File: src/rtl/car_id_pkg.sv
// Shared types and helpers for the car-ID table controller.
package car_id_pkg;

  localparam int CAR_ID_W = 20;

  typedef enum logic [1:0] {IDLE = 2'd0, CHECK = 2'd1, WRITE = 2'd2} car_id_state_e;

  // Table stores the first keyed digit in the top nibble.
  function automatic logic [CAR_ID_W-1:0] nib_rev(input logic [CAR_ID_W-1:0] d);
    logic [CAR_ID_W-1:0] r;
    r = '0;
    for (int i = 0; i < CAR_ID_W/4; i++) r[CAR_ID_W-4-4*i +: 4] = d[4*i +: 4];
    return r;
  endfunction

endpackage

File: src/rtl/car_id_regfile.sv
// Car-ID storage: DEPTH x W, one synchronous write port, one registered read port.
module car_id_regfile #(
  parameter int DEPTH = 20,
  parameter int W     = 20
) (
  input  logic         clk,
  input  logic         rst,
  input  logic         we,
  input  logic [4:0]   waddr,
  input  logic [W-1:0] wdata,
  input  logic         re,
  input  logic [4:0]   raddr,
  output logic [W-1:0] rdata
);
  localparam int AW = (DEPTH > 1) ? $clog2(DEPTH) : 1;
  localparam logic [4:0] LIM = 5'(DEPTH);

  logic [W-1:0] mem [DEPTH];

  always_ff @(posedge clk)
    if (we && waddr < LIM) mem[waddr[AW-1:0]] <= wdata;

  // Read-before-write: a same-cycle write to raddr returns the old word.
  always_ff @(posedge clk or posedge rst)
    if (rst)     rdata <= '0;
    else if (re) rdata <= (raddr < LIM) ? mem[raddr[AW-1:0]] : '0;

endmodule

File: src/rtl/car_id_store_ctrl.sv
// Car-ID table controller: tick-sampled debounce, table write FSM, bus/display read arbiter.
// Optional build macro CAR_ID_DUP_FILTER_EN adds a duplicate scan of the table before each write.
module car_id_store_ctrl
  import car_id_pkg::*;
#(
  parameter int DEPTH    = 20,
  parameter int DIGITS   = 5,
  parameter int TICK_DIV = 6_000_000,
  parameter int STABLE_N = 2
) (
  input  logic                clk,
  input  logic                rst,
  input  logic [4*DIGITS-1:0] digit,
  input  logic                clr,
  input  logic                bus_req,
  input  logic [4:0]          bus_idx,
  output logic                bus_gnt,
  input  logic                disp_req,
  input  logic [4:0]          disp_idx,
  output logic                disp_gnt,
  output logic [4*DIGITS-1:0] rd_data,
  output logic                rd_valid,
  output logic                rd_err,
  output logic [4:0]          count,
  output logic                done,
  output logic                ovf
);
  localparam int W  = 4*DIGITS;
  localparam int CW = $clog2(TICK_DIV);
  localparam int SW = $clog2(STABLE_N+1);
  localparam logic [4:0]    FULL      = 5'(DEPTH);
  localparam logic [CW-1:0] TICK_LAST = CW'(TICK_DIV-1);
  localparam logic [SW-1:0] STAB_N    = SW'(STABLE_N);
  localparam logic [1:0] ST_IDLE  = IDLE;
  localparam logic [1:0] ST_CHECK = CHECK;
  localparam logic [1:0] ST_WRITE = WRITE;
`ifdef CAR_ID_DUP_FILTER_EN
  localparam bit DUP_FILTER = 1'b1;
`else
  localparam bit DUP_FILTER = 1'b0;
`endif

  logic [CW-1:0] tick_cnt;
  logic          tick, pend, hit, scan_rd, any_gnt, rf_re, rf_we;
  logic [SW-1:0] stab, stab_nxt;
  logic [W-1:0]  prev, last_written, pend_id, cur_id, cur_rev, rf_q;
  logic [1:0]    st;
  logic [4:0]    scan_idx, scan_nxt, gnt_idx, rf_raddr;

  assign tick = (tick_cnt == TICK_LAST);

  always_ff @(posedge clk or posedge rst)
    if (rst) tick_cnt <= '0;
    else     tick_cnt <= tick ? '0 : tick_cnt + CW'(1);

  always_comb begin
    stab_nxt = stab;
    if (digit == '0)                stab_nxt = '0;
    else if (digit != prev)         stab_nxt = SW'(1);
    else if (stab != STAB_N)        stab_nxt = stab + SW'(1);
  end

  // One candidate per stable run: fire only on the tick the run first reaches STABLE_N.
  assign hit = tick && (digit != '0) && (stab_nxt == STAB_N) &&
               !(digit == prev && stab == STAB_N) && (digit != last_written);

  always_ff @(posedge clk or posedge rst)
    if (rst) begin
      prev <= '0;
      stab <= '0;
    end else if (tick) begin
      prev <= digit;
      stab <= stab_nxt;
    end

  always_ff @(posedge clk or posedge rst)
    if (rst) begin
      pend    <= 1'b0;
      pend_id <= '0;
    end else if (clr) begin
      pend    <= 1'b0;
    end else if (hit) begin
      pend    <= 1'b1;
      pend_id <= digit;
    end else if (st == ST_IDLE) begin
      pend    <= 1'b0;
    end

  always_comb begin
    cur_rev = '0;
    for (int i = 0; i < DIGITS; i++) cur_rev[4*(DIGITS-1-i) +: 4] = cur_id[4*i +: 4];
  end

  // Duplicate scan owns the read port: entry 0 is fetched from IDLE, the rest one per CHECK cycle.
  assign scan_nxt = scan_idx + 5'd1;
  assign scan_rd  = DUP_FILTER && (count != '0) &&
                    ((st == ST_IDLE && pend) || (st == ST_CHECK && scan_nxt < count));
  assign bus_gnt  = !rst && bus_req && !scan_rd;
  assign disp_gnt = !rst && disp_req && !bus_req && !scan_rd;
  assign any_gnt  = bus_gnt | disp_gnt;
  assign gnt_idx  = bus_req ? bus_idx : disp_idx;
  assign rf_re    = scan_rd | any_gnt;
  assign rf_raddr = scan_rd ? ((st == ST_CHECK) ? scan_nxt : 5'd0) : gnt_idx;
  assign rf_we    = (st == ST_WRITE) && !clr && (count < FULL);

  always_ff @(posedge clk or posedge rst)
    if (rst) begin
      st <= ST_IDLE; cur_id <= '0; scan_idx <= '0;
      count <= '0; done <= 1'b0; ovf <= 1'b0; last_written <= '0;
    end else if (clr) begin
      st <= ST_IDLE;
      count <= '0; done <= 1'b0; ovf <= 1'b0; last_written <= '0;
    end else begin
      case (st)
        ST_IDLE:
          if (pend) begin
            cur_id   <= pend_id;
            scan_idx <= '0;
            st       <= ST_CHECK;
          end
        ST_CHECK:
          if (!DUP_FILTER || count == '0) st <= ST_WRITE;
          else if (rf_q == cur_rev)       st <= ST_IDLE;
          else if (scan_nxt >= count)     st <= ST_WRITE;
          else                            scan_idx <= scan_nxt;
        ST_WRITE: begin
          if (count < FULL) begin
            count <= count + 5'd1;
            if (count == FULL - 5'd1) done <= 1'b1;
          end else begin
            ovf <= 1'b1;
          end
          last_written <= cur_id;
          st <= ST_IDLE;
        end
        default: st <= ST_IDLE;
      endcase
    end

  always_ff @(posedge clk or posedge rst)
    if (rst) begin
      rd_valid <= 1'b0;
      rd_err   <= 1'b0;
    end else begin
      rd_valid <= any_gnt;
      rd_err   <= any_gnt && (gnt_idx >= count);
    end

  assign rd_data = (rd_valid && !rd_err) ? rf_q : '0;

  car_id_regfile #(.DEPTH(DEPTH), .W(W)) u_rf (
    .clk   (clk),
    .rst   (rst),
    .we    (rf_we),
    .waddr (count),
    .wdata (cur_rev),
    .re    (rf_re),
    .raddr (rf_raddr),
    .rdata (rf_q)
  );

endmodule

File: config.mk
export PLATFORM = sky130hd
export DESIGN_NAME = car_id_store_ctrl
export DESIGN_NICKNAME = d
export VERILOG_FILES = /design/src/rtl/car_id_pkg.sv /design/src/rtl/car_id_regfile.sv /design/src/rtl/car_id_store_ctrl.sv
export SDC_FILE = /design/constraint.sdc
export NUM_CORES = 1
export LEC_CHECK = 0
export ABC_AREA = 0
export CAP_MARGIN = 20
export CORE_MARGIN = 5
export CORE_UTILIZATION = 55
export CTS_BUF_LIST = sky130_fd_sc_hd__clkbuf_2 sky130_fd_sc_hd__clkbuf_4 sky130_fd_sc_hd__clkbuf_8
export DETAILED_ROUTE_END_ITERATION = 7
export GPL_TIMING_DRIVEN = 1
export MAX_ROUTING_LAYER = met4
export PLACE_DENSITY = 0.77
export SLEW_MARGIN = 0
export SYNTH_ARGS = -nofsm -noshare
export SYNTH_HDL_FRONTEND = slang
export SYNTH_SLANG_ARGS = --single-unit
export TNS_END_PERCENT = 20
File: constraint.sdc
create_clock -name clk -period 3.9 [get_ports clk]
set_input_delay 0.585 -clock clk [delete_from_list [all_inputs] [get_ports clk]]
set_output_delay 0.585 -clock clk [all_outputs]
set_load 0.03 [all_outputs]
==> results of run 1 <==
==> worst min path at each step <==
stage	start	endpoint	slack, ns
after floorplan	st[1]$_DFFE_PP0P_	st[1]$_DFFE_PP0P_	0.45
after global placement	done$_DFFE_PP0P_	done$_DFFE_PP0P_	0.47
after detailed placement	ovf$_DFFE_PP0P_	ovf$_DFFE_PP0P_	0.48
after CTS	ovf$_DFFE_PP0P_	ovf$_DFFE_PP0P_	0.49
after global routing	pend_id[1]$_DFFE_PP0P_	pend_id[1]$_DFFE_PP0P_	0.52
final	pend_id[19]$_DFFE_PP0P_	cur_id[19]$_DFFE_PP0P_	0.49
==> sequential cells by signal, summed over array words and instances (netlist names) <==
signal	flops
u_rf.rdata	20
cur_id	20
stab	2
prev	20
tick_cnt	23
ovf	1
st	2
pend_id	20
u_rf.mem	400
last_written	20
pend	1
rd_valid	1
rd_err	1
count	5
done	1
==> power by group <==
group / total, mW / switching, mW / internal, mW
registers: 6.16 / 0.0379 / 6.12
logic: 0.938 / 0.635 / 0.303
clock network: 4.68 / 2.11 / 2.56
==> cell usage after synthesis (all sizes together) (12+ instances only) <==
cell type | n | share of area
a211oi | 79 | 0.025
a21oi | 214 | 0.045
a221oi | 13 | 0.0047
a22o | 20 | 0.0073
a22oi | 21 | 0.0065
a31oi | 51 | 0.013
and2 | 22 | 0.0057
and3 | 14 | 0.0038
buf | 64 | 0.014
clkbuf | 85 | 0.013
dfrtp | 137 | 0.14
edfxtp | 400 | 0.50
ha | 12 | 0.0062
inv | 87 | 0.014
mux2 | 62 | 0.032
mux4 | 20 | 0.019
nand2 | 62 | 0.0096
nand3 | 33 | 0.0074
nor2 | 77 | 0.012
nor3 | 14 | 0.0031
nor4 | 13 | 0.0040
o211ai | 70 | 0.022
o21ai | 221 | 0.046
o31ai | 22 | 0.0068
xnor2 | 28 | 0.010
xor2 | 34 | 0.012
==> metrics by stage <==
stage / instance area (sq um) / setup WS (ns) / TNS [ns]
after floorplan: 24150 / 0.1251 / 0
after global placement: 25420 / -0.1783 / -0.1989
after detailed placement: 25460 / 0.6418 / 0
after CTS: 27120 / 0.9269 / 0
after global routing: 27130 / 0.8416 / 0
final: 27130 / 0.9264 / 0
==> routing by layer <==
| metal | global-route usage | routed length (microns) |
|---|---|---|
| met4 | 0.1438 | 3713 |
| met5 | - | 0 |
| met1 | 0.3489 | 23940 |
| met3 | 0.04973 | 6259 |
| met2 | 0.4355 | 31150 |
==> kinds of logic (layout without fill, tap and decap cells) <==
logic type / after synthesis / count (layout) / share of synthesized area
adders and majority gates: 12 / 12 / 0.006218
DFF: 537 / 537 / 0.6395
AOI/OAI and AO/OA: 733 / 733 / 0.1831
muxes: 83 / 83 / 0.05110
buffers and inverters: 238 / 367 / 0.04109
and+or+nand+nor: 271 / 271 / 0.05649
xor gates and xnor gates: 62 / 62 / 0.02249
==> final cells by class <==
type	instances	area (sq um)	area share
Sequential cell	537	15440	0.5691
Multi-Input combinational cell	1161	7770	0.2864
Clock buffer	135	1583	0.05834
Timing Repair Buffer	128	1187	0.04377
Tap cell	585	732.0	0.02698
Inverter	89	337.8	0.01245
Clock inverter	15	81.33	0.002998
==> critical path: stages <==
cell and delay [ns]:
clkbuf_8 0.30, buf_12 0.50, nor2b_1 0.20, clkdlybuf4s50_1 0.67
==> run_results.csv, run 1 <==
group,metric,value,unit
cts,cts_post_setup_buffers_inserted,0,
synth,ys_seq_elements,537,
global_routing,via_count_of_the_first_global_routing_pass,16800,
placed_design,place.port_buffers,65,
job,maxCapViolCount,0,
sta,grt_setup_unrepaired,"false",
outcome,run_status,"complete, no violations",
floorplan,chipHeight,219.5,microns
sta,fmax,336.3,MHz
floorplan,fp.dieW,219.5,microns
placed_design,place.detailed.hpwl,38050,microns
sta,period_share,0.7625,
setup_path,worstPathArrival,2.39,ns
cts,clock_tree_from_tritoncts,"built",
synth,ys_async_sr_fraction,0.2551,
final_layout,finish.utilization,0.6271,
cts,holdBufCountCts,0,
final_layout,final_cell_mix,"400 x edfxtp_1, 213 x o21ai_0, 213 x a21oi_1",
synth,synth_cell_types,61,
sta,worst_slew_pin_slew,1.093,ns
sta,hold_viol_final,0,
cts,cts-resized-gates,0,
cts,clk_transition_reported_paths,0.06,ns
pwr,power_per_cell_area,434.0,nW/um^2
synth,synth.net_count,1983,
pwr,power.total,11.78,mW
pwr,power_leakage,10.45,nW
setup_path,critPathRequiredTime,3.31,ns
global_routing,grt_remaining_overflow,0,
synth,syn_area_per_cell,12.47,sq um
floorplan,start_util,0.5580,
setup_path,worstPathMaxFanout,157,
sta,hold_ws,0.4915,ns
sta,slew_headroom,0.2713,
drt,detailedRoute.firstPassIterationCount,5,
floorplan,io_pins,66,
setup_path,reg_to_reg_endpoint,"pend_id[8]$_DFFE_PP0P_",
floorplan,rows,76,
placed_design,placed_cells_incl_taps,2499,
sta,finalCriticalPeriod,2.974,ns
drt,detail_route.wirelength,65070,microns
setup_path,startpoint_type,"input port",
final_layout,num_antenna_cells,0,
cts,cts.htree.levels,3,
setup_path,regToRegStartpoint,"tick_cnt[9]$_DFF_PP0_",
sta,clock-skew-final,0.03916,ns
synth,sequential_to_total_area_share_from_yosys_stat,0.6395,
sta,setup_viol,0,
cts,cts_root_buffer,"clkbuf_8",
synth,synth_flop_cell,"edfxtp_1",
synth,post_synth_inst_count,1936,
setup_path,critical_path.startpoint,"bus_req",
hold_path,worst_hold_path_type,"reg -> reg",
setup_path,worst_r2r_path_depth,7,
final_layout,final_nets,2049,
cts,clk-insertion-delay-late,0.65,ns
drt,dr.first_iter.drc_count,2099,
drt,drc_errors,0,
pwr,max-vdd-ir-drop,0.0002808,V
drt,routed_via_density,6.498,
final_layout,area_delta_synth_final,12.37,%
final_layout,layout.filler_cells,3173,
drt,detail_route.wl_per_cell,24.55,microns
setup_path,critPathKind,"in -> out",
placed_design,gpl.final_weighted_congestion,0.9255,
global_routing,grt_max_degree,158,
synth,netlist_area,24140,sq um
global_routing,grt_first_pass_wirelength,98860,microns
sta,final_max_slew_viol_count,0,
setup_path,reg2reg_slack,1.53,ns
cts,tritoncts.num_buffers,85,
final_layout,instances_no_fill,2650,
cts,cts_sinks,537,
floorplan,design.die.area,48190,sq um
final_layout,final_layout_size_suffix_gt1_frac,0.1564,
synth,synth_warnings,0,
hold_path,timing.hold.worst_path_depth,1,
drt,routed_antenna_nets,0,
final_layout,most_frequent_standard_cell_in_the_layout_excluding_fill_and_tap_cells,"edfxtp_1",
drt,via_count,17220,
global_routing,grt_use_total,0.2773,
synth,synth_enable_flop_cells,400,
cts,cts.path.max_buffers,3,
setup_path,cp-endpoint,"bus_gnt",
global_routing,number_of_antenna_violations_at_the_first_check_in_global_routing,0,
setup_path,worstSetupEndpointType,"output port",
floorplan,coreArea,43270,sq um
(Power assumes the default switching activity.)
==> inputs of run 2 (changes only) <==
==> constraint.sdc (replaced) <==
create_clock -name clk -period 2.45 [get_ports clk]
set_input_delay 0.3675 -clock clk [delete_from_list [all_inputs] [get_ports clk]]
set_output_delay 0.3675 -clock clk [all_outputs]
set_load 0.03 [all_outputs]
==> run_results.csv, run 2 (synthesis gave the netlist of run 1 again) <==
group,metric,value,unit
outcome,run_status,"complete, but fails checks",
outcome,violations_in_the_final_reports,"design-rule violations",
pwr,netSwitchingFraction,0.2404,
setup_path,timing.critical_path.buf_inv,2,
global_routing,grt_max_degree,138,
setup_path,crit_slowest_cell,"dfrtp_1",
floorplan,io_pins,66,
setup_path,critPathKind,"reg -> out",
sta,finalCriticalPeriod,2.340,ns
placed_design,placement.setup.worst_slack,-0.2273,ns
cts,cts_root_buffer,"clkbuf_8",
pwr,power_leakage,10.95,nW
setup_path,timing.critical_path.slowest_cell_delay,0.45,ns
final_layout,final_layout_size_suffix_gt1_frac,0.1972,
floorplan,fp.dieW,219.5,microns
drt,via_count,17750,
floorplan,coreArea,43270,sq um
sta,hold_viol_final,0,
global_routing,number_of_antenna_violations_at_the_first_check_in_global_routing,0,
setup_path,worst_r2r_path_depth,5,
setup_path,cpMostUsedCell,"buf_4",
cts,clk_transition_reported_paths,0.06,ns
floorplan,rows,76,
global_routing,grt_use_total,0.2863,
pwr,pwr-share-comb,0.083,
final_layout,num_antenna_cells,0,
setup_path,reg_to_reg_endpoint,"u_rf.mem[2][10]$_DFFE_PP_",
job,maxCapViolCount,0,
final_layout,final_cell_mix,"400 x edfxtp_1, 213 x o21ai_0, 213 x a21oi_1",
floorplan,start_util,0.5580,
setup_path,crit_path_leading_delay_family,"flip-flops",
placed_design,gpl.final_weighted_congestion,0.8952,
final_layout,area_delta_synth_final,16.45,%
setup_path,worstSetupEndpointType,"output port",
cts,cts-resized-gates,0,
sta,clock-skew-final,0.03603,ns
drt,detail_route.wirelength,67260,microns
global_routing,grt_remaining_overflow,0,
setup_path,cp_cell_sequence,"nor2b_1, buf_4, and2_1, buf_4",
cts,clock_tree_from_tritoncts,"built",
setup_path,regToRegStartpoint,"st[0]$_DFFE_PP0P_",
pwr,max-vdd-ir-drop,0.0004668,V
final_layout,final_nets,2109,
cts,tritoncts.num_buffers,84,
cts,cts.path.max_buffers,3,
pwr,cellInternalPower,14.50,mW
placed_design,place.detailed.hpwl,40490,microns
sta,worst_slew_pin_slew,1.113,ns
sta,slew_headroom,0.2570,
pwr,net_switching_power,4.589,mW
pwr,clock_power_share,0.404,
drt,detailedRoute.firstPassIterationCount,8,
sta,worst_slack,0.1097,ns
cts,cts.htree.levels,3,
hold_path,worst_hold_path_type,"in -> async",
final_layout,most_frequent_standard_cell_in_the_layout_excluding_fill_and_tap_cells,"edfxtp_1",
setup_path,reg2reg_slack,0.23,ns
setup_path,startpoint_type,"flip-flop",
global_routing,via_count_of_the_first_global_routing_pass,17450,
drt,routed_antenna_nets,0,
cts,clk-insertion-delay-late,0.67,ns
cts,cts_sinks,537,
setup_path,critPathRequiredTime,2.08,ns
sta,period_share,0.9552,
setup_path,worstPathArrival,1.97,ns
global_routing,grt_first_pass_wirelength,102000,microns
placed_design,place.port_buffers,65,
drt,drc_errors,1,
cts,holdBufCountCts,0,
sta,grt_setup_unrepaired,"false",
setup_path,worstPathMaxFanout,20,
sta,fmax,427.3,MHz
drt,routed_via_density,6.536,
pwr,power.total,19.09,mW
floorplan,design.die.area,48190,sq um
sta,final_max_slew_viol_count,0,
cts,cts_post_setup_buffers_inserted,0,
final_layout,largest_register_ff_count,400,
sta,hold_ws,0.2176,ns
drt,dr.first_iter.drc_count,2533,
pwr,power.share.sequential,0.513,
pwr,power_per_cell_area,679.0,nW/um^2
floorplan,chipHeight,219.5,microns
sta,setup_viol,0,
drt,detail_route.wl_per_cell,24.77,microns
-- run 2: final cells by class --
type | count | area [sq um]
Sequential cell | 537 | 15440
Fill cell | 3063 | 15150
Multi-Input combinational cell | 1161 | 7826
Timing Repair Buffer | 189 | 2048
Clock buffer | 128 | 1555
Tap cell | 585 | 732.0
Inverter | 89 | 337.8
Clock inverter | 26 | 177.7
-- run 2: routing by layer --
layer  vias to the layer above  GRT usage  wire [microns]
li1                       7682          -               -
met1                      8616     0.3619           24630
met2                      1175     0.4420           31680
met3                       272    0.05179            6571
met4                         0     0.1601            4379
met5                         -          -               0
-- run 2: worst max path at each step --
| stage | start | to | cells past startpoint |
|---|---|---|---|
| floorplan | rst | u_rf.rdata[10]$_DFFE_PP0P_ | 6 |
| global placement | bus_idx[2] | u_rf.rdata[17]$_DFFE_PP0P_ | 8 |
| detailed placement | bus_idx[2] | u_rf.rdata[7]$_DFFE_PP0P_ | 8 |
| CTS | rd_err$_DFF_PP0_ | rd_data[16] | 4 |
| global route | rd_err$_DFF_PP0_ | rd_data[8] | 4 |
| finish | rd_err$_DFF_PP0_ | rd_data[8] | 4 |
-- run 2: worst reg2reg max path: stages (launching register included) --
cell and delay, ns:
dfrtp_1 0.41, nand2b_1 0.24, nor2_1 0.40, nand3_1 0.33, nor2_2 0.30, buf_12 0.23
-- run 2: power groups by stage --
stage	sequential [mW]	combinational (mW)	clock (mW)
after floorplan	9.96	0.942	0
after global placement	9.98	1.50	0
after detailed placement	9.98	1.55	0
after CTS	9.80	1.55	7.79
after global routing	9.80	1.70	8.22
final	9.80	1.58	7.71
-- run 2: metrics by stage --
step / TNS (ns) / utilization / cells / instance area (sq um)
finish: 0 / 0.6499 / 2715 / 28120
global route: 0 / 0.6499 / 2715 / 28120
CTS: 0 / 0.6499 / 2715 / 28120
detailed placement: -3.885 / 0.6098 / 2561 / 26380
global placement: -3.537 / 0.6098 / 2561 / 26380
floorplan: -33.62 / - / 1936 / 24220
==> inputs of run 3 (changes only) <==
--- a/config.mk
+++ b/config.mk
@@ -17,5 +17,6 @@
 export SLEW_MARGIN = 0
 export SYNTH_ARGS = -nofsm -noshare
 export SYNTH_HDL_FRONTEND = slang
+export SYNTH_HIERARCHICAL = 1
 export SYNTH_SLANG_ARGS = --single-unit
 export TNS_END_PERCENT = 20
==> run_results.csv, run 3 <==
group,metric,value,unit
cts,clk-insertion-delay-late,0.62,ns
setup_path,worstPathMaxFanout,4,
cts,holdBufCountCts,0,
drt,detail_route.wl_per_cell,22.52,microns
setup_path,regToRegStartpoint,"count[2]$_DFFE_PP0P_",
floorplan,start_util,0.5584,
drt,drc_errors,0,
setup_path,timing.critical_path.slowest_cell_delay,0.71,ns
drt,wl_met2,22070,microns
pwr,power_per_cell_area,707.7,nW/um^2
final_layout,sequential_cell_area,15440,sq um
drt,via_count,11970,
cts,cts.path.max_buffers,3,
drt,topRoutingLayerUsed,"met4",
setup_path,cp_cell_sequence,"clkdlybuf4s50_1, buf_4, buf_4, nor3b_1, clkdlybuf4s50_1",
setup_path,critPathRequiredTime,2.08,ns
placed_design,place.port_buffers,65,
synth,synth-xor-area-share,0.02551,
setup_path,startpoint_type,"input port",
synth,synth_cell_types,47,
global_routing,via_count_of_the_first_global_routing_pass,12520,
setup_path,worstPathArrival,2.03,ns
floorplan,coreArea,38740,sq um
cts,cts.htree.levels,3,
cts,cts_post_setup_buffers_inserted,0,
setup_path,crit_path_leading_delay_family,"buffers and inverters",
synth,synth_most_common_cell,"edfxtp_1",
drt,routed_antenna_nets,0,
synth,ys_seq_elements,537,
final_layout,instances_no_fill,2050,
placed_design,placed_cells_incl_taps,1896,
floorplan,fp.dieW,208.3,microns
final_layout,finish.utilization,0.6636,
drt,met3RoutedLength,3230,microns
drt,routed_via_density,5.839,
synth,synth_enable_flop_cells,400,
sta,period_share,0.9788,
global_routing,grt_use_total,0.2203,
synth,post_synth_and_or_nand_nor_area_fraction,0.06010,
synth,compound_gate_fraction_of_synth_area,0.03991,
floorplan,rows,72,
sta,fmax,417.0,MHz
final_layout,num_antenna_cells,0,
synth,synth.net_count,1305,
pwr,max-vdd-ir-drop,0.0004515,V
outcome,run_status,"complete, no violations",
sta,slew_headroom,0.4568,
floorplan,design.die.area,43400,sq um
setup_path,critical_path.startpoint,"bus_req",
synth,synth.area.top_cells,"edfxtp_1 56%, dfrtp_1 16%, mux4_2 6.2%",
final_layout,stdcell_area,25710,sq um
synth,synth_top_area_cell,"edfxtp_1",
cts,clock_tree_from_tritoncts,"built",
final_layout,layout.filler_cells,2558,
final_layout,final_layout_size_suffix_gt1_frac,0.2905,
cts,cts_sinks,537,
drt,dr.first_iter.drc_count,1038,
final_layout,area_delta_synth_final,18.85,%
synth,synth.area.mux_share,0.1388,
sta,clock-skew-final,0.02952,ns
drt,routedLengthMet1,20050,microns
synth,sequential_to_total_area_share_from_yosys_stat,0.7138,
global_routing,number_of_antenna_violations_at_the_first_check_in_global_routing,0,
cts,cts-resized-gates,0,
sta,worst_slew_pin_slew,0.8148,ns
final_layout,largest_register_ff_count,400,
final_layout,combined_area_of_the_multi_input_logic_cells,5889,sq um
final_layout,final_nets,1509,
drt,detail_route.wirelength,46170,microns
placed_design,dpl-instance-area,23960,sq um
synth,area_share_of_the_leading_cell_type_in_the_synthesized_netlist,0.5553,
synth,yosys.area_share.adder,0.005206,
final_layout,most_frequent_standard_cell_in_the_layout_excluding_fill_and_tap_cells,"edfxtp_1",
synth,synth_flop_cell,"edfxtp_1",
hold_path,worst_hold_path_type,"in -> async",
global_routing,grt_remaining_overflow,0,
setup_path,crit_slowest_cell,"clkdlybuf4s50_1",
setup_path,worstSetupEndpointType,"output port",
synth,synth_top_family_by_area,"multiplexers",
job,maxCapViolCount,0,
cts,tritoncts.num_buffers,85,
synth,synth_commonest_cells,"400 x edfxtp_1, 137 x dfrtp_1, 67 x mux2_2, 64 x nor2_1, 61 x mux2i_1",
synth,post_synth_inst_count,1261,
placed_design,gpl.final_weighted_congestion,0.8632,
synth,synth_warnings,6,
global_routing,grt_max_degree,37,
global_routing,grt_first_pass_wirelength,72970,microns
sta,setup_viol,0,
sta,final_max_slew_viol_count,0,
sta,hold_ws,0.3311,ns
floorplan,chipHeight,208.3,microns
synth,netlist_area,21630,sq um
sta,finalSetupTns,0,ns
sta,hold_viol_final,0,
sta,grt_setup_unrepaired,"false",
setup_path,timing.critical_path.buf_inv,4,
cts,clk_transition_reported_paths,0.05,ns
pwr,power_leakage,10.64,nW
placed_design,place.detailed.hpwl,29550,microns
floorplan,io_pins,66,
drt,detailedRoute.firstPassIterationCount,5,
sta,finalCriticalPeriod,2.398,ns
synth,syn_area_per_cell,17.15,sq um
synth,ys_async_sr_fraction,0.2551,
final_layout,final_cell_mix,"400 x edfxtp_1, 137 x dfrtp_1, 100 x clkbuf_8",
setup_path,critPathKind,"in -> out",
cts,cts_root_buffer,"clkbuf_8",
==> run 3: cell count changes after synthesis, sizes merged, moves of 31 or more <==
cell / previous run / this run
mux2i: 1 / 61
buf: 64 / 24
mux4: 20 / 60
a211oi: 79 / 0
a21oi: 214 / 45
a31oi: 51 / 20
nand2: 62 / 13
inv: 87 / 13
clkbuf: 85 / 35
o21ai: 221 / 3
o211ai: 70 / 1
==> run 3: routing by layer <==
metal / track usage / up-vias
met4: 0.06365 / 0
met1: 0.3091 / 6175
li1: - / 5296
met2: 0.3337 / 445
met3: 0.04549 / 53
met5: - / -
==> run 3: path summary, 6_finish.rpt <==
| kind | endpoint | slack (ns) | depth (start not counted) |
|---|---|---|---|
| hold / removal | rd_err$_DFF_PP0_ | 0.33 | 3 |
| setup reg to reg | u_rf/mem[18][14]$_DFFE_PP_ | 0.15 | 6 |
| min in group clk | rd_err$_DFF_PP0_ | 0.43 | 3 |
| max in group asynchronous | last_written[9]$_DFFE_PP0P_ | 1.42 | 4 |
| hold reg to reg | cur_id[19]$_DFFE_PP0P_ | 0.50 | 1 |
| setup / recovery | disp_gnt | 0.05 | 5 |
==> run 3: cells by family after synthesis <==
group                      count (synthesis)
xor gates and xnor gates                  63
AOI/OAI and AO/OA                        134
buffers and inverters                     72
DFF                                      537
muxes                                    207
adders and majority gates                  9
and+or+nand+nor                          239
==> run 3: where the power goes <==
group          switching (mW)  internal (mW)  total (mW)  leakage, nW
combinational           0.475          0.381       0.856         3.18
clock                    3.35           4.27        7.62        0.919
sequential             0.0153           9.70        9.72         6.54
==> run 3: area by class of cell <==
class	count	area share
Clock inverter	24	0.005792
Timing Repair Buffer	176	0.07476
Tap cell	518	0.02521
Multi-Input combinational cell	652	0.2291
Sequential cell	537	0.6006
Clock buffer	130	0.06230
Inverter	13	0.002239
==> run 3: metrics by stage <==
step | total power, mW | setup slack (ns)
floorplan | 10.37 | -0.8915
global placement | 10.75 | -0.2349
detailed placement | 10.76 | -0.2111
CTS | 18.35 | 0.03283
global route | 18.91 | 0.02843
finish | 18.19 | 0.05194
==> run 3: worst register-to-register path, cell delays in order (launching register included) <==
cell      delay, ns
dfrtp_1        0.38
o21ai_1        0.36
and3_1         0.27
nor2b_1        0.24
nand3b_1       0.24
nor2_1         0.25
buf_12         0.23
